--- src/rtl/rs_issue_arbiter_pkg.sv ---
// Shared scheduler types for the reservation-station issue path.
package rs_issue_arbiter_pkg;

   typedef struct packed {
      logic [5:0]  rob_idx;
      logic [5:0]  prd;
      logic        prd_valid;
      logic [11:0] imm;
   } IssueBaseSt;

   typedef struct packed {
      logic [3:0] opcode;
      logic       is_signed;
   } OptionCodeSt;

   // Pointer increment that wraps explicitly, so non-power-of-two counts never reach REQ_NUM.
   function automatic int unsigned wrap_inc(input int unsigned idx, input int unsigned num);
      return (idx == num - 1) ? 0 : idx + 1;
   endfunction

endpackage

--- src/rtl/round_robin_picker.sv ---
// Combinational round-robin picker: first set request at or after ptr, wrapping.
module round_robin_picker #(
   parameter int REQ_NUM = 4,
   parameter int IDX_W   = $clog2(REQ_NUM)
) (
   input  logic [REQ_NUM-1:0] req,
   input  logic [IDX_W-1:0]   ptr,
   output logic [REQ_NUM-1:0] grant,
   output logic [IDX_W-1:0]   idx,
   output logic               any_valid
);

   logic [2*REQ_NUM-1:0] dbl_req;
   logic                 found;

   assign dbl_req   = {req, req};
   assign any_valid = |req;

   // Lower copy is masked below ptr; the upper copy supplies the wrapped-around candidates.
   always_comb begin
      idx   = '0;
      found = 1'b0;
      for (int i = 0; i < 2 * REQ_NUM; i++) begin
         if (!found && dbl_req[i] && (i >= REQ_NUM || i >= int'(ptr))) begin
            found = 1'b1;
            idx   = IDX_W'(i % REQ_NUM);
         end
      end
   end

   genvar gi;
   generate
      for (gi = 0; gi < REQ_NUM; gi++) begin : g_onehot
         assign grant[gi] = any_valid && (idx == IDX_W'(gi));
      end
   endgenerate

endmodule

--- src/rtl/rs_issue_arbiter.sv ---
// Round-robin arbiter sharing one FU issue port among REQ_NUM reservation stations,
// with a one-entry registered output stage.
module rs_issue_arbiter
   import rs_issue_arbiter_pkg::*;
#(
   parameter int  REQ_NUM     = 4,
   parameter type OPTION_CODE = OptionCodeSt
) (
   input  logic                           clk,
   input  logic                           rst_n,
   input  logic                           flush_i,
   input  logic [REQ_NUM-1:0]             req_valid_i,
   input  IssueBaseSt [REQ_NUM-1:0]       req_base_i,
   input  OPTION_CODE [REQ_NUM-1:0]       req_oc_i,
   output logic [REQ_NUM-1:0]             req_ready_o,
   input  logic                           fu_busy_i,
   output logic                           issue_valid_o,
   input  logic                           issue_ready_i,
   output IssueBaseSt                     issue_base_o,
   output OPTION_CODE                     issue_oc_o,
   output logic [$clog2(REQ_NUM)-1:0]     issue_src_o
);

   localparam int IDX_W = $clog2(REQ_NUM);

   logic [IDX_W-1:0]   rr_reg;
   logic [IDX_W-1:0]   rr_next;
   logic               valid_reg;
   IssueBaseSt         base_reg;
   OPTION_CODE         oc_reg;
   logic [IDX_W-1:0]   src_reg;

   logic [REQ_NUM-1:0] grant;
   logic [IDX_W-1:0]   grant_idx;
   logic               any_valid;
   logic               reg_free;
   logic               accept;

   round_robin_picker #(
      .REQ_NUM (REQ_NUM),
      .IDX_W   (IDX_W)
   ) u_picker (
      .req       (req_valid_i),
      .ptr       (rr_reg),
      .grant     (grant),
      .idx       (grant_idx),
      .any_valid (any_valid)
   );

   assign reg_free = !valid_reg || issue_ready_i;
   assign accept   = any_valid && reg_free && !fu_busy_i && !flush_i;
   assign rr_next  = IDX_W'(wrap_inc(int'(grant_idx), REQ_NUM));

   // rst_n gates the grant so stations never pop while the output stage is held in reset.
   assign req_ready_o = (accept && rst_n) ? grant : '0;

   always_ff @(posedge clk or negedge rst_n) begin
      if (!rst_n) begin
         valid_reg <= 1'b0;
         base_reg  <= '0;
         oc_reg    <= '0;
         src_reg   <= '0;
         rr_reg    <= '0;
      end else if (flush_i) begin
         valid_reg <= 1'b0;
         rr_reg    <= '0;
      end else if (accept) begin
         valid_reg <= 1'b1;
         base_reg  <= req_base_i[grant_idx];
         oc_reg    <= req_oc_i[grant_idx];
         src_reg   <= grant_idx;
         rr_reg    <= rr_next;
      end else if (issue_ready_i) begin
         valid_reg <= 1'b0;
      end
   end

   assign issue_valid_o = valid_reg;
   assign issue_base_o  = base_reg;
   assign issue_oc_o    = oc_reg;
   assign issue_src_o   = src_reg;

endmodule

--- config.mk ---
export PLATFORM = sky130hd
export DESIGN_NAME = rs_issue_arbiter
export DESIGN_NICKNAME = d
export VERILOG_FILES = /design/src/rtl/rs_issue_arbiter_pkg.sv /design/src/rtl/round_robin_picker.sv /design/src/rtl/rs_issue_arbiter.sv
export SDC_FILE = /design/constraint.sdc
export NUM_CORES = 1
export LEC_CHECK = 0
export ABC_AREA = 1
export ABC_CLOCK_PERIOD_IN_PS = 2000
export CORE_MARGIN = 2
export CORE_UTILIZATION = 36
export CTS_BUF_LIST = sky130_fd_sc_hd__clkbuf_16
export CTS_CLUSTER_SIZE = 14
export DETAILED_ROUTE_END_ITERATION = 12
export PLACE_DENSITY = 0.76
export SETUP_SLACK_MARGIN = 0.4
export SLEW_MARGIN = 20
export SYNTH_ARGS = -nofsm -noshare
export SYNTH_HDL_FRONTEND = slang
export SYNTH_SLANG_ARGS = --single-unit
--- constraint.sdc ---
create_clock -name clk -period 2 [get_ports clk]
set_input_delay 0.2 -clock clk [delete_from_list [all_inputs] [get_ports clk]]
set_output_delay 0.2 -clock clk [all_outputs]
set_load 0.01 [all_outputs]
==> impl_metrics.tcl <==
set metrics [dict create \
    final_cell_mix "clkdlybuf4s50_1, nand2_1, inv_1" \
    numPortBuffers 165 \
    use_met3_pct 4.01 \
    globalplace.congestion 0.832 \
    slew_viol_final 0 \
    worst-slew-pin-transition_ns 0.462 \
    largest_reg_flops 25 \
    place_inst 702 \
    drc 0 \
    ir_worst_vdd_uv 354 \
    antenna_found_initial 0 \
    powerDensity_nw_per_um2 662 \
    nets 757 \
    dp_hpwl_mm 7.18 \
    grt_pass1_wl_mm 15.5 \
    die_h_um 94.1 \
    finalHoldViolCount 0 \
    postSynthCellCount 446 \
    crit_fanout 5 \
    grt_util_met1_pct 26.8 \
    syn_area_um2 2920 \
    viasPerCell 4.77 \
    min_period_over_period_pct 90.5 \
    floorplan.die_area_um2 8860 \
    track_usage_pct 22.2 \
    cp-start-kind "flip-flop" \
    fin_cells 726 \
    cts_num_sinks 35 \
    clock_path_buffers 2 \
    p_leak_uw 0.00261 \
    cts-root-buf "clkbuf_16" \
    synth_seq_cells 35 \
    rows 32 \
    cp.arrival_ns 1.61 \
    reg2reg_from "rr_reg[1]$_DFFE_PN0P_" \
    max_freq_mhz 552 \
    layout_setup_ws_ns 0.190 \
    reg2regPathDepth 12 \
    hold_path_class "in -> async" \
    synth_ff_type "dfrtp_1" \
    crit_path_end_kind "output pin" \
    vias 3462 \
    ant_nets 0 \
    wirelength_mm 9.99 \
    synth_nets 579 \
    fillers 665 \
    cts_tree "done" \
    wire_per_inst_um 13.8 \
    met2_usage_pct 40.2 \
    required_ns 1.80 \
    top_usage_layer "met2" \
    holdBufCountCts 0 \
    io_pins 166 \
    yosysWarnings 0 \
    synth_cell_type_count 30 \
    pre_cts_slack_ns -0.301 \
    start_util_pct 37.5 \
    status "finished clean" \
    fin_crit_ns 1.81 \
    final_common_cell "clkdlybuf4s50_1" \
    syn_avg_cell_area_um2 6.56 \
    yosysSeqAreaShare_pct 30.0 \
    slew_headroom_pct 69.2 \
    rsz0062_at_grt "true" \
    die_w_um 94.1 \
    worstSetupPathType "reg -> out" \
    n_antenna_cell 0 \
    grt_pass1_vias 3319 \
    drive_gt1_share_pct 14.4 \
    clock_skew_ns 0.00522 \
    area_growth_pct 77.4 \
    cts_buffers 5 \
    htreeDepth 2 \
    core_area_um2 7810 \
    grt-ovfl-total 0 \
    drv_cap 0 \
    clk_latency_ns 0.27 \
    rr_endpoint "issue_base_o[15]$_DFFE_PN0P_" \
    setup_violations 0 \
    synth_edf_count 0 \
    regToRegSetupSlack_ns 0.20 \
    drtIter0Drc 76 \
    path_clk_slew_ns 0.06 \
    grt_max_degree 36 \
    dr.pass1.iters 5 \
    synthArstFlopShare_pct 100 \
]
==> critical path, cell delays in order (launching register included) <==
cell	delay, ns
dfrtp_1	0.37
nand2_2	0.10
a21oi_4	0.16
nand2_2	0.06
nand2_2	0.07
nand2_4	0.07
nand2_8	0.11
inv_8	0.04
ha_4	0.15
inv_2	0.04
nor2_2	0.02
buf_2	0.14
==> Yosys cell counts, types with 2 or more instances <==
master	n	share of area [%]
nand2_1	140	18
inv_1	96	12
nand3_1	88	15
dfrtp_1	35	30
or2_1	17	3.6
o211ai_2	15	6.4
buf_2	10	1.7
nor2_1	6	0.77
buf_4	5	1.3
buf_6	4	1.5
ha_1	4	1.7
inv_2	3	0.39
o21ai_0	3	0.51
buf_1	2	0.26
nand2_4	2	0.77
o211ai_1	2	0.51
==> where the power goes <==
| group | total (µW) | internal, µW | switching (µW) |
|---|---|---|---|
| Combinational | 1720 | 939 | 778 |
| Sequential | 993 | 887 | 105 |
| Clock | 724 | 447 | 276 |
| Total | 3430 | 2270 | 1160 |
==> kinds of logic (layout without fill, tap and decap cells) <==
logic type               count (synthesis)  after routing  share of synthesized area (%)
flip-flops                              35             35                           30.0
AO/OA/AOI/OAI                           25             25                           8.77
adder cells (fa/ha/maj)                  4              4                           1.71
AND/OR/NAND/NOR                        259            259                           41.2
buffers and inverters                  123            301                           18.4
==> worst max path at each step <==
stage                     slack, ns             end  cells past startpoint                  start
after detailed placement      -0.30  req_ready_o[0]                     11         req_valid_i[2]
after global placement        -0.22  req_ready_o[2]                     11         req_valid_i[2]
final                          0.19  req_ready_o[3]                     11  rr_reg[1]$_DFFE_PN0P_
after global routing           0.11  req_ready_o[3]                     11  rr_reg[1]$_DFFE_PN0P_
after CTS                      0.21  req_ready_o[1]                     11  rr_reg[1]$_DFFE_PN0P_
after floorplan                0.38  req_ready_o[1]                     12  rr_reg[1]$_DFFE_PN0P_
==> layer usage <==
layer	vias to the layer above	part of all wire [%]
met5	-	0
met4	0	2.0
met3	16	4.5
met2	105	53
met1	1624	40
li1	1717	-
==> stage by stage <==
stage                     total power (µW)  utilization, %  TNS (ns)  hold slack [ns]  area [µm²]
after floorplan                       1760               -         0          -0.0956        3030
after global placement                2490            60.5     -4.57            0.332        4720
after detailed placement              2520            60.5     -7.72            0.326        4720
after CTS                             3390            65.1         0           0.0324        5080
after global routing                  3640            66.5         0           0.0551        5190
final                                 3430            66.5         0           0.0111        5190
==> repair_timing <==
action | CTS | global route
setup buffers | 12 | 1
pin swaps | 8 | 2
cloned | 2 | 2
setup endpoints to repair | 38 | 38
resized for setup | 34 | 11
==> area by class of cell <==
cell class / instances / area, µm² / share of cell area [%]
Clock buffer: 5 / 125 / 2.41
Inverter: 100 / 385 / 7.43
Tap cell: 102 / 128 / 2.46
Multi-Input combinational cell: 288 / 1630 / 31.3
Clock inverter: 2 / 8.76 / 0.169
Sequential cell: 35 / 876 / 16.9
Timing Repair Buffer: 194 / 2040 / 39.3
Note: power is estimated with default switching activity, not from simulation.
